## config.mk

```make
export PLATFORM = sky130hd
export DESIGN_NAME = clock_divider_prog
export DESIGN_NICKNAME = d
export VERILOG_FILES = /design/src/rtl/clkdiv_pkg.sv /design/src/rtl/clkdiv_channel.sv /design/src/rtl/clock_divider_prog.sv
export SDC_FILE = /design/constraint.sdc
export NUM_CORES = 1
export LEC_CHECK = 0
export ABC_AREA = 1
export CELL_PAD_IN_SITES_DETAIL_PLACEMENT = 1
export CELL_PAD_IN_SITES_GLOBAL_PLACEMENT = 2
export CORE_UTILIZATION = 41
export CTS_CLUSTER_SIZE = 30
export DETAILED_ROUTE_END_ITERATION = 8
export GPL_ROUTABILITY_DRIVEN = 1
export PLACE_DENSITY = 0.86
export SYNTH_ARGS = -nofsm -noshare
export SYNTH_HDL_FRONTEND = slang
export SYNTH_SLANG_ARGS = --single-unit
```

## constraint.sdc

```tcl
create_clock -name clk_in -period 6.1 [get_ports clk_in]
set_input_delay 0.61 -clock clk_in [delete_from_list [all_inputs] [get_ports clk_in]]
set_output_delay 0.61 -clock clk_in [all_outputs]
set_load 0.03 [all_outputs]
```

## src/rtl/clkdiv_pkg.sv

```systemverilog
// Shared constants, config record and high-phase helper for the programmable
// clock divider.
package clkdiv_pkg;

  localparam int DIV_WIDTH_DEF   = 16;
  localparam int DEFAULT_DIV_DEF = 2;
  localparam int MIN_DIV         = 2;

  typedef struct packed {
    logic [DIV_WIDTH_DEF-1:0] div;
    logic                     en;
  } clkdiv_cfg_t;

  // Number of high cycles in a period of d; odd divisors get the extra high cycle.
  function automatic logic [31:0] high_count(input logic [31:0] d);
    return (d + 32'd1) >> 1;
  endfunction

endpackage

```

## src/rtl/clkdiv_channel.sv

```systemverilog
// One divider channel: period counter, single-entry pending update slot and
// registered clk_out/tick outputs.
module clkdiv_channel
  import clkdiv_pkg::*;
#(
  parameter int DIV_WIDTH   = DIV_WIDTH_DEF,
  parameter int DEFAULT_DIV = DEFAULT_DIV_DEF
) (
  input  logic                 clk_in,
  input  logic                 rst_n,
  input  logic                 wr_i,
  input  logic [DIV_WIDTH-1:0] cfg_div_i,
  input  logic                 cfg_en_i,
  input  logic                 sync_i,
  output logic                 pend_o,
  output logic                 clk_out_o,
  output logic                 tick_o
);

  localparam logic [DIV_WIDTH-1:0] ONE   = DIV_WIDTH'(1);
  localparam logic [DIV_WIDTH-1:0] MIN_D = DIV_WIDTH'(MIN_DIV);
  localparam logic [DIV_WIDTH-1:0] RST_D = DIV_WIDTH'(DEFAULT_DIV);

  logic [DIV_WIDTH-1:0] div_q, div_d;
  logic [DIV_WIDTH-1:0] cnt_q, cnt_d;
  logic [DIV_WIDTH-1:0] p_div_q, p_div_d;
  logic [DIV_WIDTH-1:0] wr_div;
  logic                 en_q, en_d;
  logic                 p_en_q, p_en_d;
  logic                 p_vld_q, p_vld_d;
  logic                 clk_out_q, clk_out_d;
  logic                 tick_q, tick_d;
  logic                 boundary;

  assign wr_div   = (cfg_div_i < MIN_D) ? MIN_D : cfg_div_i;
  // A disabled channel sits on a boundary every cycle, so writes land at once.
  assign boundary = !en_q || sync_i || (cnt_q == div_q - ONE);

  always_comb begin
    div_d   = div_q;
    en_d    = en_q;
    p_div_d = p_div_q;
    p_en_d  = p_en_q;
    p_vld_d = p_vld_q;
    cnt_d   = cnt_q + ONE;
    if (boundary) begin
      cnt_d   = '0;
      p_vld_d = 1'b0;
      if (wr_i) begin
        div_d = wr_div;
        en_d  = cfg_en_i;
      end else if (p_vld_q) begin
        div_d = p_div_q;
        en_d  = p_en_q;
      end
    end else if (wr_i) begin
      p_div_d = wr_div;
      p_en_d  = cfg_en_i;
      p_vld_d = 1'b1;
    end
    clk_out_d = en_d && (32'(cnt_d) < high_count(32'(div_d)));
    tick_d    = en_d && (cnt_d == '0);
  end

  always_ff @(posedge clk_in or negedge rst_n) begin
    if (!rst_n) begin
      div_q     <= RST_D;
      en_q      <= 1'b0;
      cnt_q     <= '0;
      p_div_q   <= RST_D;
      p_en_q    <= 1'b0;
      p_vld_q   <= 1'b0;
      clk_out_q <= 1'b0;
      tick_q    <= 1'b0;
    end else begin
      div_q     <= div_d;
      en_q      <= en_d;
      cnt_q     <= cnt_d;
      p_div_q   <= p_div_d;
      p_en_q    <= p_en_d;
      p_vld_q   <= p_vld_d;
      clk_out_q <= clk_out_d;
      tick_q    <= tick_d;
    end
  end

  assign pend_o    = p_vld_q;
  assign clk_out_o = clk_out_q;
  assign tick_o    = tick_q;

endmodule

```

## src/rtl/clock_divider_prog.sv

```systemverilog
// Multi-channel programmable clock divider: config decode, ready mux and sync
// fan-out around NUM_CH independent channels.
module clock_divider_prog
  import clkdiv_pkg::*;
#(
  parameter  int NUM_CH      = 4,
  parameter  int DIV_WIDTH   = DIV_WIDTH_DEF,
  parameter  int DEFAULT_DIV = DEFAULT_DIV_DEF,
  localparam int CH_WIDTH    = (NUM_CH > 1) ? $clog2(NUM_CH) : 1
) (
  input  logic                 clk_in,
  input  logic                 rst_n,
  input  logic                 cfg_valid,
  output logic                 cfg_ready,
  input  logic [CH_WIDTH-1:0]  cfg_ch,
  input  logic [DIV_WIDTH-1:0] cfg_div,
  input  logic                 cfg_en,
  input  logic                 sync,
  output logic [NUM_CH-1:0]    clk_out,
  output logic [NUM_CH-1:0]    tick
);

  // Handshake: a config word transfers on a rising edge where cfg_valid and
  // cfg_ready are both high; cfg_ready only depends on the addressed channel.
  logic [NUM_CH-1:0]          pend;
  logic [(1<<CH_WIDTH)-1:0]   pend_ext;
  logic                       accept;

  // Unused channel indices read as never-pending so they are accepted and dropped.
  always_comb begin
    pend_ext             = '0;
    pend_ext[NUM_CH-1:0] = pend;
  end

  assign cfg_ready = !pend_ext[cfg_ch];
  assign accept    = cfg_valid && cfg_ready;

  for (genvar i = 0; i < NUM_CH; i++) begin : g_ch
    clkdiv_channel #(
      .DIV_WIDTH   (DIV_WIDTH),
      .DEFAULT_DIV (DEFAULT_DIV)
    ) u_ch (
      .clk_in    (clk_in),
      .rst_n     (rst_n),
      .wr_i      (accept && (cfg_ch == CH_WIDTH'(i))),
      .cfg_div_i (cfg_div),
      .cfg_en_i  (cfg_en),
      .sync_i    (sync),
      .pend_o    (pend[i]),
      .clk_out_o (clk_out[i]),
      .tick_o    (tick[i])
    );
  end

endmodule

```

After elaboration in Yosys (flattened, before gate mapping)

Index checks and enable logic that the tools add are counted.

Bits in registers: 212
Bits in latches: 0
Memory bits (writable): 0
Memory bits (read-only): 0
Logic and storage cells: 139
Memories kept: 0

Add/subtract/negate cells: 12
Multipliers: 0
Div/mod/pow operators: 0
Order comparisons: 6
Equal/unequal tests: 7
Shifts and indexed selects: 0
Multiplexer cells: 39
Bitwise logic cells: 4
Reductions and logical operators: 39

Operator list:

| kind                                                | number |
|---|---|
| 2-to-1 mux 16 bit                                   | 17 |
| < comparator 16 x 31 -> 1 bit                       | 4 |
| adder 16 x 1 -> 17 bit, second input constant       | 4 |
| adder 16 x 1 -> 16 bit, second input constant       | 4 |
| equality test 16 bit                                | 4 |
| zero test 16 bit                                    | 4 |
| subtractor 16 x 1 -> 16 bit, second input constant  | 4 |
| 2-to-1 mux 1 bit                                    | 21 |
| < comparator 16 x 2 -> 1 bit, second input constant | 1 |
| logical AND 1 bit                                   | 13 |
| logical OR 1 bit                                    | 8 |
| AND reduction 2 bit                                 | 4 |
| nonzero test 2 bit                                  | 4 |
| zero test 1 bit                                     | 5 |
| equality test 2 bit, second input constant          | 2 |
| NOT 1 bit                                           | 4 |
| < comparator 2 x 3 -> 1 bit, second input constant  | 1 |
| binary-select mux 1 bit (select 2 bit)              | 1 |
| equality test 2 x 1 -> 1 bit, second input constant | 1 |
| zero test 2 bit                                     | 1 |

Depth between registers and ports, before layout

Depth in word-level cells: 10
Gate-level depth with buffers: 30

By module

Synthesis repeated with hierarchy kept, for this count alone.

Cells, all modules: 2326
Area total of the unflattened synthesis: 16488.3 µm²

Modules (own cells, without submodules):

| module                            | times used | cells an instance | area each (µm²) | seq. area each (µm²) |
|---|---|---|---|---|
| clkdiv_channel (g_ch[0].u_ch ...) | 3          | 581               | 4116.4          | 1328.8 |
| clkdiv_channel (g_ch[2].u_ch)     | 1          | 562               | 4037.6          | 1328.8 |
| clock_divider_prog                | 1          | 21                | 101.3           | 0.0 |

Worst setup path before layout

OpenSTA, ideal clock, no wires.

Kind: input to register
Start point: input port cfg_ch[0]
End point: register g_ch[2].u_ch.clk_out_q
Setup time: 0.077 ns
Data arrival time: 3.912 ns
Path slack: 2.111 ns
Stages on the path: 21
Cells stage by stage: buf_4 > nand2_1 > o2111ai_4 > nand3_4 > buf_2 > o21ai_0 > nand2_1 > o21ai_1 > ha_1 > nand3_1 > nor3_2 > inv_1 > nor3_2 > xor2_1 > ha_1 > nand2_1 > nor2_1 > a211oi_1 > o221a_2 > nand2_1 > a21oi_1

Cells in the longest elaborated chain, start to end: 10
Elaborated cells on any way between the ends: 13
Classes of those cells: add/sub: 1; order compare: 1; eq/ne: 1; mux: 6; reduce/logical: 4

Ends and longest elaborated chain:

| what                                   | line                     | RTL |
|---|---|---|
| start: declaration                     | clock_divider_prog.sv:15 | `input logic [CH_WIDTH-1:0] cfg_ch,` |
| binary-select mux 1 bit (select 2 bit) | clock_divider_prog.sv:35 | `assign cfg_ready = !pend_ext[cfg_ch];` |
| 2-to-1 mux 1 bit (not written as such) | clock_divider_prog.sv:35 |  |
| zero test 1 bit                        | clock_divider_prog.sv:35 |  |
| named net cfg_ready                    | clock_divider_prog.sv:14 | `output logic cfg_ready,` |
| logical AND 1 bit                      | clock_divider_prog.sv:36 | `assign accept = cfg_valid && cfg_ready;` |
| logical AND 1 bit                      | clock_divider_prog.sv:45 | `.wr_i (accept && (cfg_ch == CH_WIDTH'(i))),` |
| 2-to-1 mux 16 bit                      | clkdiv_channel.sv:49     | `if (wr_i) begin` |
| 2-to-1 mux 16 bit                      | clkdiv_channel.sv:46     | `if (boundary) begin` |
| named net g_ch[2].u_ch.div_d[0]        | clkdiv_channel.sv:24     | `logic [DIV_WIDTH-1:0] div_q, div_d;` |
| adder 16 x 1 -> 17 bit                 | clkdiv_pkg.sv:16         | `return (d + 32'd1) >> 1;` |
| < comparator 16 x 31 -> 1 bit          | clkdiv_channel.sv:61     | `clk_out_d = en_d && (32'(cnt_d) < high_count(32'(div_d)));` |
| logical AND 1 bit                      | clkdiv_channel.sv:61     |  |
| named net g_ch[2].u_ch.clk_out_d       | clkdiv_channel.sv:31     | `logic clk_out_q, clk_out_d;` |
| end signal: assignment                 | clkdiv_channel.sv:82     | `clk_out_q <= clk_out_d;` |
| end: declaration                       | clkdiv_channel.sv:31     |  |

The timed path passes the listed nets, and every way through them passes these cells. The select of a mux whose other input is x is not followed.
A chain may end at the register's enable or synchronous reset.

Worst setup path after layout

Start point: register g_ch[1].u_ch.p_vld_q
End point: register g_ch[2].u_ch.clk_out_q

Cells in the longest elaborated chain, start to end: 10
Elaborated cells on any way between the ends: 12
Classes of those cells: add/sub: 1; order compare: 1; mux: 6; reduce/logical: 4

Ends and longest elaborated chain:

| what                                   | line                     | RTL |
|---|---|---|
| start: declaration                     | clkdiv_channel.sv:30     | `logic p_vld_q, p_vld_d;` |
| start signal: assignment               | clkdiv_channel.sv:81     | `p_vld_q <= p_vld_d;` |
| binary-select mux 1 bit (select 2 bit) | clock_divider_prog.sv:35 |  |
| 2-to-1 mux 1 bit (not written as such) | clock_divider_prog.sv:35 |  |
| zero test 1 bit                        | clock_divider_prog.sv:35 |  |
| logical AND 1 bit                      | clock_divider_prog.sv:36 |  |
| logical AND 1 bit                      | clock_divider_prog.sv:45 |  |
| 2-to-1 mux 16 bit                      | clkdiv_channel.sv:49     |  |
| 2-to-1 mux 16 bit                      | clkdiv_channel.sv:46     |  |
| named net g_ch[2].u_ch.div_d[0]        | clkdiv_channel.sv:24     |  |
| adder 16 x 1 -> 17 bit                 | clkdiv_pkg.sv:16         |  |
| < comparator 16 x 31 -> 1 bit          | clkdiv_channel.sv:61     |  |
| logical AND 1 bit                      | clkdiv_channel.sv:61     |  |
| named net g_ch[2].u_ch.clk_out_d       | clkdiv_channel.sv:31     |  |

The timed path passes the listed nets, and every way through them passes these cells. The select of a mux whose other input is x is not followed.

==> flow_metrics.env <==
export IMPL_ys_seq_area_frac=0.334
export IMPL_internal_power_w=0.00371
export IMPL_status="finished, final reports clean"
export IMPL_power_density_nw_per_um2=376
export IMPL_die_height_um=199
export IMPL_n_fill_cell=4820
export IMPL_die_w_um=199
export IMPL_drtPass1Iterations=4
export IMPL_dieArea_sq_um=39700
export IMPL_setup_viol=0
export IMPL_layoutNonFillerInstCount=2719
export IMPL_worst_setup_path_type="reg -> reg"
export IMPL_whs_ps=23.7
export IMPL_via_per_inst=5.28
export IMPL_antenna_cells=0
export IMPL_pwr_share_comb=0.432
export IMPL_fmax_mhz=204
export IMPL_htreeDepth=1
export IMPL_clk_pin_slew_worst_paths_ps=60
export IMPL_switchingPower_w=0.00286
export IMPL_cts_resized=0
export IMPL_relSlewSlack=0.395
export IMPL_dpl_cell_area_sq_um=16600
export IMPL_yosys_mux_area_fraction=0
export IMPL_timing_rr_start="g_ch[1].u_ch.pend_o"
export IMPL_swShare=0.436
export IMPL_synth_area_per_cell_sq_um=7.31
export IMPL_syn_to_final_growth_pct=9.64
export IMPL_final_util=0.461
export IMPL_layout_drive_gt1_share=0.113
export IMPL_drc=0
export IMPL_root_buffer="clkbuf_16"
export IMPL_multi_input_area_sq_um=9220
export IMPL_cp_slowest_stage_delay_ps=660
export IMPL_dp_cells=2669
export IMPL_gp_congestion=0.865
export IMPL_fin_crit_sh=0.804
export IMPL_crit_chain="inv_1 > nand3_2 > o2111ai_4 > nand3_4 > o21ai_0 > nand2_1 > o21ai_1 > ha_1 > nand3_1 > nor3_2 > inv_1 > nor3_2 > xor2_1 > ha_1 > nand2_1 > nor2_1 > a211oi_1 > o221a_2 > nand2_1 > a21oi_1"
export IMPL_final_common_cell="nand2_1"
export IMPL_hp_class="in -> async"
export IMPL_start_kind="register"
export IMPL_synth_xor_area_share=0.0663
export IMPL_grt_pass1_vias=14900
export IMPL_required_ps=6580
export IMPL_clk_path_buf_depth=3
export IMPL_path_max_fanout=35
export IMPL_grt_pass1_wl_um=80600
export IMPL_wl_per_cell_um=18.1
export IMPL_grt_max_degree=134
export IMPL_final_nets=2282
export IMPL_r2r_slack_ps=1200
export IMPL_drt_wl_total_um=49200
export IMPL_synth_compound_area_share=0.120
export IMPL_worstSetupEndpointType="register"
export IMPL_ios=32
export IMPL_rsz0062_at_grt="no"
export IMPL_grt_util_all_layers=0.258
export IMPL_pwr_share_clk=0.250
export IMPL_slowest_stage="inv_1"
export IMPL_syn_cell_area_sq_um=15900
export IMPL_fin_crit_ps=4900
export IMPL_peakVddDrop_v=0.000260
export IMPL_drt_iter0_markers=508
export IMPL_synthSimpleGateAreaFrac=0.336
export IMPL_cts_setup_buffers=0
export IMPL_vias=14400
export IMPL_postRouteAntennaNets=0
export IMPL_final_area_sq_um=17500
export IMPL_seq_area_sq_um=5320
export IMPL_synthCells=2179
export IMPL_syn_nets=2274
export IMPL_grt_overflow=0
export IMPL_cts_sinks=212
export IMPL_cts_hold_buffers=0
export IMPL_drv_slew=0
export IMPL_io_buffers=31
export IMPL_seq_power_share=0.319
export IMPL_clock_latency_ps=570
export IMPL_yosysWarnings=0
export IMPL_synth_distinct_cells=54
export IMPL_finalClockSkew_ps=17.2
export IMPL_synth_ff_latch_count=212
export IMPL_p_leak_nw=8.35
export IMPL_reg2reg_to="g_ch[2].u_ch.clk_out_o"
export IMPL_cts_tree="yes"
export IMPL_num_rows=71
export IMPL_maxCapViolCount=0
export IMPL_cp_common_cell="nand2_1"
export IMPL_hold_violations=0
export IMPL_synth_top_family_by_area="simple AND/OR/NAND/NOR gates"
export IMPL_core_sq_um=37900
export IMPL_final_cell_mix="nand2_1 (566), inv_1 (241), dfrtp_1 (204)"
export IMPL_initial_core_util=0.420
export IMPL_cts_inserted_buffers=27
export IMPL_rr_worst_depth=20
export IMPL_hpwl_um=37800
export IMPL_antenna_found_initial=0
export IMPL_synthAdderAreaFrac=0.0565
export IMPL_fin_tns_setup_ps=0
export IMPL_critPathArrivalTime_ps=5380
export IMPL_tightest_slew_ps=907
[cells by family after synthesis]
group,Yosys count
and+or+nand+nor,1125
adders and majority gates,72
buffers and inverters,329
AOI/OAI and AO/OA,322
DFF,212
xor gates and xnor gates,119
[metrics by stage]
step | total power [W] | setup slack (ps)
after floorplan | 0.00415 | 2110
after global placement | 0.00486 | 1170
after detailed placement | 0.00496 | 955
after CTS | 0.00664 | 1180
after global routing | 0.00710 | 766
final | 0.00658 | 1200
[synthesized netlist by cell type (all sizes together)]
| library cell | instances | share of area |
|---|---|---|
| nor2 | 249 | 0.072 |
| clkinv | 2 | 0.00047 |
| xnor2 | 51 | 0.028 |
| inv | 264 | 0.062 |
| nand3b | 20 | 0.0094 |
| or2 | 19 | 0.0075 |
| nor4 | 5 | 0.0020 |
| nand2 | 613 | 0.16 |
| o2111ai | 1 | 0.0016 |
| o221a | 3 | 0.0021 |
| xnor3 | 1 | 0.0014 |
| nor3b | 11 | 0.0058 |
| dfrtp | 204 | 0.32 |
| nand3 | 137 | 0.049 |
| a31oi | 3 | 0.0012 |
| buf | 42 | 0.020 |
| dfstp | 8 | 0.013 |
| o21ai | 204 | 0.069 |
| o21bai | 2 | 0.00094 |
| ha | 72 | 0.057 |
| and2 | 1 | 0.00039 |
| and3 | 1 | 0.00039 |
| o211ai | 55 | 0.026 |
| a21oi | 45 | 0.014 |
| a2111oi | 1 | 0.00055 |
| xor2 | 67 | 0.037 |
| clkbuf | 21 | 0.0050 |
| o31ai | 1 | 0.00047 |
| nand4 | 39 | 0.019 |
| nor3 | 30 | 0.013 |
| a211oi | 7 | 0.0033 |
[worst max-delay path by stage]
stage                   startpoint                endpoint  slack, ps  cells past startpoint
6_report       g_ch[1].u_ch.pend_o  g_ch[2].u_ch.clk_out_o       1200                     20
3_5_place_dp             cfg_ch[1]  g_ch[2].u_ch.clk_out_o        950                     22
2_1_floorplan            cfg_ch[0]  g_ch[2].u_ch.clk_out_o       2110                     21
3_3_place_gp             cfg_ch[1]  g_ch[2].u_ch.clk_out_o       1170                     22
4_1_cts        g_ch[1].u_ch.pend_o  g_ch[2].u_ch.clk_out_o       1180                     20
5_1_grt        g_ch[0].u_ch.pend_o  g_ch[3].u_ch.clk_out_o        770                     20
[layout make-up]
class | instances | area share
Clock buffer | 42 | 0.0453
Inverter | 266 | 0.0571
Sequential cell | 212 | 0.304
Multi-Input combinational cell | 1638 | 0.528
Tap cell | 511 | 0.0366
Clock inverter | 8 | 0.00537
Timing Repair Buffer | 42 | 0.0235
[state kept, by name, summed over array words and instances, names as in the netlist]
name / flops
g_ch.u_ch.clk_out_o: 4
g_ch.u_ch.cnt_q: 64
g_ch.u_ch.div_q: 64
g_ch.u_ch.en_q: 4
g_ch.u_ch.p_div_q: 64
g_ch.u_ch.p_en_q: 4
g_ch.u_ch.pend_o: 4
g_ch.u_ch.tick_o: 4
[critical path, delay by kind of cell, from the launching register on]
kind | cells | cell delay (ps)
and+or+nand+nor | 9 | 1430
AOI/OAI and AO/OA | 6 | 1300
buffers and inverters | 2 | 810
adders and majority gates | 2 | 520
xor gates and xnor gates | 1 | 170
DFF | 1 | 560
[per-layer routing]
| layer | global-route usage | routed length (um) | share of wire |
|---|---|---|---|
| met5 | 0 | 0 | 0 |
| met3 | 0.0326 | 1440 | 0.029 |
| met1 | 0.353 | 23500 | 0.48 |
| met4 | 0.0664 | 1270 | 0.026 |
| met2 | 0.428 | 23000 | 0.47 |
[power by group through the flow]
stage / combinational [W] / clock [W] / sequential (W)
after floorplan: 0.00217 / 0 / 0.00197
after global placement: 0.00275 / 0 / 0.00211
after detailed placement: 0.00285 / 0 / 0.00212
after CTS: 0.00287 / 0.00168 / 0.00209
after global routing: 0.00324 / 0.00172 / 0.00214
final: 0.00284 / 0.00164 / 0.00210
Power figures use the tool's default switching activity.
